## config.mk

```make
export PLATFORM = sky130hd
export DESIGN_NAME = read_mem
export DESIGN_NICKNAME = d
export VERILOG_FILES = /design/src/rtl/read_mem.sv
export SDC_FILE = /design/constraint.sdc
export NUM_CORES = 1
export LEC_CHECK = 0
export ABC_CLOCK_PERIOD_IN_PS = 3000
export BUFFER_PORTS_ARGS = -buffer_cell sky130_fd_sc_hd__buf_4
export CORE_ASPECT_RATIO = 0.8
export CORE_MARGIN = 2
export CORE_UTILIZATION = 56
export CTS_CLUSTER_SIZE = 40
export DETAILED_ROUTE_END_ITERATION = 7
export PLACE_DENSITY = 0.9
export SYNTH_ARGS = -nofsm -noshare
export SYNTH_HDL_FRONTEND = slang
export SYNTH_SLANG_ARGS = --single-unit
export TNS_END_PERCENT = 20
```

## constraint.sdc

```tcl
create_clock -name clk -period 3 [get_ports clk]
set_input_delay 0.6 -clock clk [delete_from_list [all_inputs] [get_ports clk]]
set_output_delay 0.6 -clock clk [all_outputs]
set_load 0.02 [all_outputs]
```

## src/rtl/read_mem.sv

```systemverilog
// Read-out engine for the circular capture buffer: snapshots the writer's
// pointer on start and streams every captured sample out oldest-first.
module read_mem #(
    parameter int DATA_WIDTH = 8,
    parameter int ADDR_WIDTH = 4
) (
    input  logic                  clk,
    input  logic                  reset,
    input  logic                  start,
    input  logic [ADDR_WIDTH-1:0] waddr,
    input  logic                  primed,
    output logic [ADDR_WIDTH-1:0] raddr,
    input  logic [DATA_WIDTH-1:0] rdata,
    output logic [DATA_WIDTH-1:0] o_data,
    output logic                  o_valid,
    input  logic                  o_ready,
    output logic                  busy,
    output logic                  done
);

    localparam int CW = ADDR_WIDTH + 1;
    localparam logic [CW-1:0] FULL_COUNT = {1'b1, {ADDR_WIDTH{1'b0}}};

    typedef enum logic [2:0] {
        S_IDLE,
        S_FETCH,
        S_WAIT,
        S_PRESENT,
        S_DONE
    } state_t;

    state_t                state_q, state_d;
    logic [ADDR_WIDTH-1:0] base_q,  base_d;
    logic [CW-1:0]         count_q, count_d;
    logic [CW-1:0]         idx_q,   idx_d;
    logic [DATA_WIDTH-1:0] o_data_q, o_data_d;

    // NOTE: every signal gets a default before the case so no path leaves it
    // unassigned; otherwise synthesis infers a latch.
    always_comb begin
        state_d  = state_q;
        base_d   = base_q;
        count_d  = count_q;
        idx_d    = idx_q;
        o_data_d = o_data_q;
        case (state_q)
            S_IDLE: begin
                if (start) begin
                    idx_d = '0;
                    if (primed) begin
                        // Full buffer: the oldest sample sits at the write pointer.
                        base_d  = waddr;
                        count_d = FULL_COUNT;
                        state_d = S_FETCH;
                    end else begin
                        base_d  = '0;
                        count_d = {1'b0, waddr};
                        state_d = (waddr == '0) ? S_DONE : S_FETCH;
                    end
                end
            end
            S_FETCH: state_d = S_WAIT;
            S_WAIT: begin
                o_data_d = rdata;
                state_d  = S_PRESENT;
            end
            S_PRESENT: begin
                if (o_ready) begin
                    idx_d   = idx_q + CW'(1);
                    state_d = (idx_q == count_q - CW'(1)) ? S_DONE : S_FETCH;
                end
            end
            S_DONE:  state_d = S_IDLE;
            default: state_d = S_IDLE;
        endcase
    end

    // NOTE: sequential state uses non-blocking assignments so all flops
    // update together at the edge regardless of statement order.
    always_ff @(posedge clk or posedge reset) begin
        if (reset) begin
            state_q  <= S_IDLE;
            base_q   <= '0;
            count_q  <= '0;
            idx_q    <= '0;
            o_data_q <= '0;
        end else begin
            state_q  <= state_d;
            base_q   <= base_d;
            count_q  <= count_d;
            idx_q    <= idx_d;
            o_data_q <= o_data_d;
        end
    end

    // Address wraps naturally in ADDR_WIDTH bits; stays put until idx advances.
    assign raddr   = base_q + idx_q[ADDR_WIDTH-1:0];
    assign o_data  = o_data_q;
    assign o_valid = (state_q == S_PRESENT);
    assign busy    = (state_q != S_IDLE);
    assign done    = (state_q == S_DONE);

endmodule

```

-- After elaboration in Yosys (flattened, before gate mapping)
Cells that the tools add are included.
- bits in latches: 0
- bits in registers: 25
- output and inout port bits: 15
- memory bits (writable): 0
- bits in read-only memories: 0
- memories: 0
- logic and storage cells: 33
- equal/unequal tests: 7
- div/mod/pow operators: 0
- mux-type cells: 11
- magnitude comparators: 0
- add/sub/neg operators: 3
- bitwise logic cells: 0
- reductions and logical operators: 7
- shifts and indexed selects: 0
- multipliers: 0
- operators by type and width (kind ; number):
    2-to-1 mux 3 bit ; 5
    2-to-1 mux 5 bit ; 3
    one-hot mux 3 bit (4 select lines) ; 1
    one-hot mux 5 bit (2 select lines) ; 1
    equality test 3 x 2 -> 1 bit (second input constant) ; 2
    adder 5 x 1 -> 5 bit (second input constant) ; 1
    equality test 5 bit ; 1
    subtractor 5 x 1 -> 5 bit (second input constant) ; 1
    adder 4 bit ; 1
    zero test 4 bit ; 1
    2-to-1 mux 4 bit ; 1
    AND reduction 2 bit ; 2
    equality test 3 x 1 -> 1 bit (second input constant) ; 1
    equality test 3 bit (second input constant) ; 1
    zero test 3 bit ; 1
    AND reduction 3 bit ; 1
    nonzero test 3 bit ; 1
    != test 2 x 1 -> 1 bit (second input constant) ; 1
    != test 2 bit (second input constant) ; 1
    nonzero test 2 bit ; 1

-- Depth between registers and ports, before layout
Gate-level depths: netlist (run 1).
- depth after elaboration: 5
- mapped depth: 7
- depth with buffers taken out: 7

-- Least setup slack after synthesis (run 1)
Ideal clock, no wire load.
- path type: register to output
- start: register idx_q[0]
- end: output raddr[2]
- buffers on the path: 0
- data arrival time: 1377 ps
- slack: 1023 ps
- stages on the path, launching flop included: 5
- cell sequence: dfrtp_1 > ha_1 > inv_1 > fa_1 > xnor2_1
- longest elaborated chain between the ends: 1
- RTL lines (element ; line ; RTL):
    from (decl) ; 35 ; logic [CW-1:0] idx_q, idx_d;
    from (signal assigned) ; 91 ; idx_q <= idx_d;
    adder 4 bit ; 97 ; assign raddr = base_q + idx_q[ADDR_WIDTH-1:0];
    to (decl) ; 12 ; output logic [ADDR_WIDTH-1:0] raddr,
Every way passes these cells.

-- Worst setup path in the final report (run 1)
Ends and elaborated chain as after synthesis.

==> results.sh, run 1 <==
export IMPL_status="finished, final reports clean"
export IMPL_required_ns=2.40
export IMPL_cap_violations=0
export IMPL_clock_sinks=25
export IMPL_cts_root_buf="clkbuf_4"
export IMPL_fmax_mhz=423
export IMPL_rsz0062_at_grt="false"
export IMPL_clockBufferDepth=2
export IMPL_fp_row_count=15
export IMPL_grt_pass1_vias=958
export IMPL_finalSetupViolations=0
export IMPL_slew_violations=0
export IMPL_clk_latency_ns=0.32
export IMPL_grt_overflow=0
export IMPL_syn_area_um2=1340
export IMPL_ir_worst_vdd_v=0.000467
export IMPL_drive_gt1_frac=0.308
export IMPL_critical_path_class="reg -> out"
export IMPL_end_kind="output pin"
export IMPL_swShare=0.428
export IMPL_tightest_slew_ns=0.919
export IMPL_cts_setup_buffers=0
export IMPL_place_hpwl_um=2120
export IMPL_drt_iter0_drc=58
export IMPL_worst_r2r_endpoint="state_q[2]"
export IMPL_die_h_um=47.8
export IMPL_cts_tree="yes"
export IMPL_fill_cells=167
export IMPL_cts_made_buffers=3
export IMPL_wl_per_cell_um=15.0
export IMPL_portBuffers=31
export IMPL_dpl_instance_area_um2=1570
export IMPL_syn_nets=152
export IMPL_seq_area_frac_synth=0.466
export IMPL_syn_avg_cell_area_um2=10.4
export IMPL_final_common_cell="buf_4"
export IMPL_synth_cell_type_count=34
export IMPL_yosysWarnings=0
export IMPL_fin_util=0.721
export IMPL_io_pins=32
export IMPL_r2r_setup_slack_ns=1.30
export IMPL_maxSlewHeadroom=0.386
export IMPL_dr_wl_met2_um=1360
export IMPL_power_density_nw_per_um2=1070
export IMPL_via_count=1037
export IMPL_syn_to_final_growth_pct=18.9
export IMPL_m1WireLength_um=1180
export IMPL_setup_tns_final_ns=0
export IMPL_ff2ff_path_depth=7
export IMPL_clk_pin_slew_worst_paths_ns=0.13
export IMPL_internal_power_mw=0.978
export IMPL_p_leak_nw=0.776
export IMPL_gp_congestion=0.851
export IMPL_finalHoldViolations=0
export IMPL_nets=183
export IMPL_synth_top_area_cell="dfrtp_1"
export IMPL_cts_hold_buffers=0
export IMPL_multi_input_area_um2=646
export IMPL_grt_max_degree=26
export IMPL_synth_top_area_share=0.466
export IMPL_grt_usage=0.216
export IMPL_ant_nets=0
export IMPL_wl_met3_um=128
export IMPL_hold_path_class="in -> async"
export IMPL_seq_power_share=0.368
export IMPL_layout_common_cells="buf_4 (31), dfrtp_1 (25), nand2_1 (17)"
export IMPL_drt_total_wl_um=2750
export IMPL_fin_crit_sh=0.788
export IMPL_h_tree_depth=1
export IMPL_cp_start_kind="flop"
export IMPL_rr_startpoint="count_q[0]"
export IMPL_clkPwrFrac=0.088
export IMPL_cts_resized=0
export IMPL_power_frac_comb=0.544
export IMPL_register_area_um2=626
export IMPL_ys_top_cells_by_area="dfrtp_1 (47%), mux2_2 (7.5%), xor2_1 (5.2%)"
export IMPL_core_area_um2=2210
export IMPL_ys_seq_elements=25
export IMPL_dieArea_um2=2810
export IMPL_drtPass1Iterations=6
export IMPL_via_per_inst=5.64
export IMPL_cp_data_arrival_time_ns=1.76
export IMPL_finalClockSkew_ns=0.000952
export IMPL_antenna_found_initial=0
export IMPL_drc_errors=0
export IMPL_routed_top_layer="met4"
export IMPL_crit_fanout=5
export IMPL_p_sw_mw=0.733
export IMPL_final_cell_area_um2=1600
export IMPL_diodes=0
export IMPL_period_minus_slack_ns=2.36
export IMPL_grt_pass1_wl_um=4320
export IMPL_syn_instance_count=129
export IMPL_die_width_um=58.7
export IMPL_floorplan_initialDensity=0.606
state kept, by name, indices dropped and copies added, names as in the netlist:
| register | cells |
|---|---|
| o_data | 8 |
| base_q | 4 |
| count_q | 5 |
| idx_q | 5 |
| state_q | 3 |
worst max-delay path, stage by stage, from the launching register on:
cell and delay [ns]:
dfrtp_1 0.46, ha_1 0.20, inv_1 0.06, fa_1 0.39, xnor2_1 0.16, buf_4 0.16
final cells by class:
type                            instances  share of cell area
Inverter                                9              0.0212
Multi-Input combinational cell         90               0.404
Tap cell                               25              0.0196
Clock buffer                            3              0.0141
Sequential cell                        25               0.392
Clock inverter                          1             0.00313
Timing Repair Buffer                   31               0.146
worst max-delay path by stage:
stage | endpoint | slack, ns | from | depth (start not counted)
after floorplan | raddr[2] | 1.02 | idx_q[0] | 4
after global placement | raddr[3] | 1.07 | idx_q[1] | 5
after detailed placement | raddr[2] | 1.02 | idx_q[0] | 5
after CTS | raddr[2] | 0.63 | idx_q[0] | 5
after global routing | raddr[3] | 0.52 | idx_q[1] | 5
final | raddr[2] | 0.64 | idx_q[0] | 5
through the flow:
step / hold slack (ns) / instances / total power, mW / setup slack [ns]
final: 0.465 / 184 / 1.71 / 0.637
after global routing: 0.474 / 184 / 1.84 / 0.524
after CTS: 0.461 / 184 / 1.72 / 0.629
after detailed placement: 0.468 / 180 / 1.57 / 1.02
after global placement: 0.466 / 180 / 1.52 / 1.07
after floorplan: 0.445 / 129 / 1.27 / 1.02
cells in the mapped netlist:
library cell,number
dfrtp_1,25
nand2_1,17
inv_1,9
mux2_2,9
nor2_1,8
xor2_1,8
ha_1,5
nand3_1,5
nor3_1,5
o21ai_0,5
xnor2_1,4
buf_4,3
a31oi_1,2
nand2b_1,2
nand3b_1,2
nand4_1,2
a211oi_2,1
a21o_1,1
a21oi_1,1
a22o_2,1
a311oi_1,1
and2_1,1
and2_2,1
and3b_1,1
buf_6,1
clkbuf_1,1
fa_1,1
mux2i_1,1
nand4bb_1,1
nor3b_1,1
nor3b_2,1
nor4b_1,1
o21bai_1,1
o221a_2,1
cell families after synthesis:
kind of cell | after synthesis | share of synthesized area
compound gates | 14 | 0.0746
mux | 10 | 0.0829
xor+xnor | 12 | 0.0783
flops | 25 | 0.466
fa+ha+maj | 6 | 0.0615
simple gates | 48 | 0.184
buf+inv | 14 | 0.0531
power by group through the flow:
stage               Clock (mW)  Combinational (mW)  Sequential [mW]
finish                   0.150               0.931            0.630
global route             0.168                1.01            0.655
CTS                      0.154               0.938            0.629
floorplan                    0               0.622            0.649
global placement             0               0.901            0.620
detailed placement           0               0.935            0.636
metal layers:
layer | global-route usage | up-vias
met5 | 0 | -
met4 | 0.109 | 0
met3 | 0.0541 | 11
met2 | 0.360 | 25
met1 | 0.270 | 505
li1 | - | 496
Power figures use the tool's default switching activity.
==> run 2, diff against run 1 <==
--- a/config.mk
+++ b/config.mk
@@ -5,14 +5,15 @@
 export SDC_FILE = /design/constraint.sdc
 export NUM_CORES = 1
 export LEC_CHECK = 0
-export ABC_CLOCK_PERIOD_IN_PS = 3000
+export ABC_AREA = 1
+export ABC_CLOCK_PERIOD_IN_PS = 2100
 export BUFFER_PORTS_ARGS = -buffer_cell sky130_fd_sc_hd__buf_4
 export CORE_ASPECT_RATIO = 0.8
 export CORE_MARGIN = 2
-export CORE_UTILIZATION = 56
+export CORE_UTILIZATION = 47
 export CTS_CLUSTER_SIZE = 40
 export DETAILED_ROUTE_END_ITERATION = 7
-export PLACE_DENSITY = 0.9
+export PLACE_DENSITY = 0.81
 export SYNTH_ARGS = -nofsm -noshare
 export SYNTH_HDL_FRONTEND = slang
 export SYNTH_SLANG_ARGS = --single-unit
==> constraint.sdc (replaced) <==
create_clock -name clk -period 2.1 [get_ports clk]
set_input_delay 0.42 -clock clk [delete_from_list [all_inputs] [get_ports clk]]
set_output_delay 0.42 -clock clk [all_outputs]
set_load 0.02 [all_outputs]
==> run 2 against run 1 <==
  * First-iteration DRC count grew 24%
  * Synthesized cell count is 40% higher
  * Clock skew grew 0.0077 ns
  * Final area grew 7.2%
  * Cell count grew 39%
  * Synthesized area grew 2.2%
  * Routed wire length rose by 11%
  * Total power increased by 51%
  * Hold slack got worse by 0.33 ns
  * Utilization fell by 10 points
  * Combinational power is 66% higher
  * Critical path depth unchanged
  * Critical path type unchanged
  * Critical endpoint unchanged
  * Largest power group unchanged
==> results.sh, run 2 <==
export IMPL_status="finished, final reports clean"
export IMPL_syn_instance_count=181
export IMPL_fmax_mhz=482
export IMPL_drc_errors=0
export IMPL_synth_edff_count=0
export IMPL_layout_common_cells="nand2_1 (63), buf_4 (32), dfrtp_1 (25)"
export IMPL_hold_path_class="in -> async"
export IMPL_clk_pin_slew_worst_paths_ns=0.13
export IMPL_die_h_um=52.3
export IMPL_via_count=1249
export IMPL_via_per_inst=4.90
export IMPL_die_width_um=64.4
export IMPL_nets=241
export IMPL_synth_top_area_share=0.456
export IMPL_place_hpwl_um=2380
export IMPL_cts_made_buffers=3
export IMPL_cts_root_buf="clkbuf_4"
export IMPL_final_common_cell="nand2_1"
export IMPL_ys_async_sr_fraction=1.00
export IMPL_syn_avg_cell_area_um2=7.58
export IMPL_drt_total_wl_um=3060
export IMPL_grt_max_degree=26
export IMPL_multi_input_area_um2=658
export IMPL_gp_congestion=0.888
export IMPL_antenna_found_initial=0
export IMPL_drt_iter0_drc=72
export IMPL_synth_most_common_cell="nand2_1"
export IMPL_fp_row_count=17
export IMPL_ant_nets=0
export IMPL_finalHoldViolations=0
export IMPL_clock_sinks=25
export IMPL_finalClockSkew_ns=0.00864
export IMPL_crit_fanout=2
export IMPL_ir_worst_vdd_v=0.000688
export IMPL_diodes=0
export IMPL_instances_no_fill=255
export IMPL_seq_area_frac_synth=0.456
export IMPL_setup_tns_final_ns=0
export IMPL_core_area_um2=2770
export IMPL_dieArea_um2=3370
export IMPL_syn_nets=204
export IMPL_power_density_nw_per_um2=1510
export IMPL_h_tree_depth=1
export IMPL_io_pins=32
export IMPL_crit_slowest_cell="dfrtp_1"
export IMPL_whs_ns=0.137
export IMPL_grt_pass1_wl_um=5070
export IMPL_period_minus_slack_ns=2.07
export IMPL_drive_gt1_frac=0.226
export IMPL_cap_violations=0
export IMPL_end_kind="output pin"
export IMPL_rsz0062_at_grt="true"
export IMPL_drtPass1Iterations=4
export IMPL_synth_top_area_cell="dfrtp_1"
export IMPL_cp_num_buf_inv=2
export IMPL_cp_data_arrival_time_ns=1.65
export IMPL_finalSetupViolations=0
export IMPL_ys_seq_elements=25
export IMPL_rr_startpoint="count_q[0]"
export IMPL_required_ns=1.68
export IMPL_tightest_slew_ns=0.409
export IMPL_register_area_um2=626
export IMPL_clk_latency_ns=0.32
export IMPL_setup_worst_path_start="base_q[0]"
export IMPL_yosys_top_cells_count="nand2_1 (63), dfrtp_1 (25), inv_1 (25), nand3_1 (15), o21ai_0 (15)"
export IMPL_largest_reg_flops=8
export IMPL_cpPeakStageDelay_ns=0.40
export IMPL_crit_chain="ha_2 > inv_2 > fa_2 > xnor2_1 > buf_4"
export IMPL_synth_cell_type_count=22
export IMPL_crit_family="adder cells"
export IMPL_critical_path_class="reg -> out"
export IMPL_syn_area_um2=1370
export IMPL_maxSlewHeadroom=0.726
export IMPL_portBuffers=31
export IMPL_ys_top_cells_by_area="dfrtp_1 (46%), nand2_1 (17%), inv_1 (6.8%)"
export IMPL_floorplan_initialDensity=0.496
export IMPL_grt_overflow=0
export IMPL_slew_violations=0
export IMPL_dpl_cell_count=250
export IMPL_syn_to_final_growth_pct=24.7
export IMPL_fill_cells=261
export IMPL_grt_pass1_vias=1073
export IMPL_wl_per_cell_um=12.0
export IMPL_yosysWarnings=0
export IMPL_grt_usage=0.200
export IMPL_cts_tree="yes"
export IMPL_cp_start_kind="flop"
export IMPL_p_leak_nw=0.924
export IMPL_clockBufferDepth=2
export IMPL_ys_flop_type="dfrtp_1"
export IMPL_fin_crit_sh=0.987
## run 2: cell count changes in the layout (fill, tap and decap cells not counted), sizes merged, moves of 5 or more
cell	change
xor2	-5
inv	+18
o21ai	+11
mux2	-9
nand2	+49
nand3	+10
## run 2: layout make-up
| class | count | share of cell area |
|---|---|---|
| sequential | 25 | 0.365 |
| timing repair buffer | 33 | 0.147 |
| inverter | 27 | 0.0592 |
| multi-input combinational | 128 | 0.385 |
| tap | 38 | 0.0278 |
| clock buffer | 3 | 0.0132 |
| clock inverter | 1 | 0.00292 |
## run 2: kinds of logic after synthesis
group,count (synthesis),synth area share
buffers and inverters,28,0.0775
AND/OR/NAND/NOR,97,0.302
adder cells (fa/ha/maj),6,0.0602
flip-flops,25,0.456
XOR/XNOR,4,0.0255
AO/OA/AOI/OAI,21,0.0793
## run 2: where the power goes
group          switching [mW]  total (mW)  internal (mW)
registers               0.142       0.826          0.684
clock network           0.138       0.209         0.0713
logic                   0.948        1.55          0.601
total                    1.23        2.58           1.36
## run 2: through the flow
step | total power [mW] | utilization | instance area (um2) | worst slack [ns]
after global placement | 2.25 | 0.599 | 1660 | 0.408
after detailed placement | 2.30 | 0.599 | 1660 | 0.319
after floorplan | 1.80 | - | 1370 | 0.370
after CTS | 2.53 | 0.611 | 1690 | -0.0173
after global routing | 2.81 | 0.619 | 1710 | -0.0481
final | 2.58 | 0.619 | 1710 | 0.0269
## run 2: layer usage
layer  routed length, um  GRT usage  vias to the layer above
met4                  55     0.0780                        0
met5                   0          0                        -
li1                    -          -                      639
met1                1500      0.300                      564
met2                1320      0.285                       40
met3                 177     0.0366                        6
## run 2: worst paths after layout
kind | end | slack (ns) | cells past startpoint
worst max-delay path | raddr[2] | 0.03 | 5
worst min-delay path | state_q[2] | 0.14 | 3
worst max register to register | state_q[0] | 0.51 | 13
worst min register to register | o_data[3] | 0.50 | 2
max in group asynchronous | base_q[2] | 1.72 | 3
min in group clk | o_data[1] | 0.29 | 3
## run 2: what timing repair did
item / in CTS / in global routing
pin swaps: 0 / 2
gates resized for setup: 1 / 6
setup buffers: 1 / 0
setup endpoints to repair: 2 / 3
hold buffers: 0 / 0
## run 2: worst reg2reg max path, delay by kind of cell (launching register included)
kind | cells | cell delay (ns)
AND/OR/NAND/NOR | 10 | 0.67
flip-flops | 1 | 0.42
adder cells (fa/ha/maj) | 1 | 0.22
buffers and inverters | 2 | 0.18
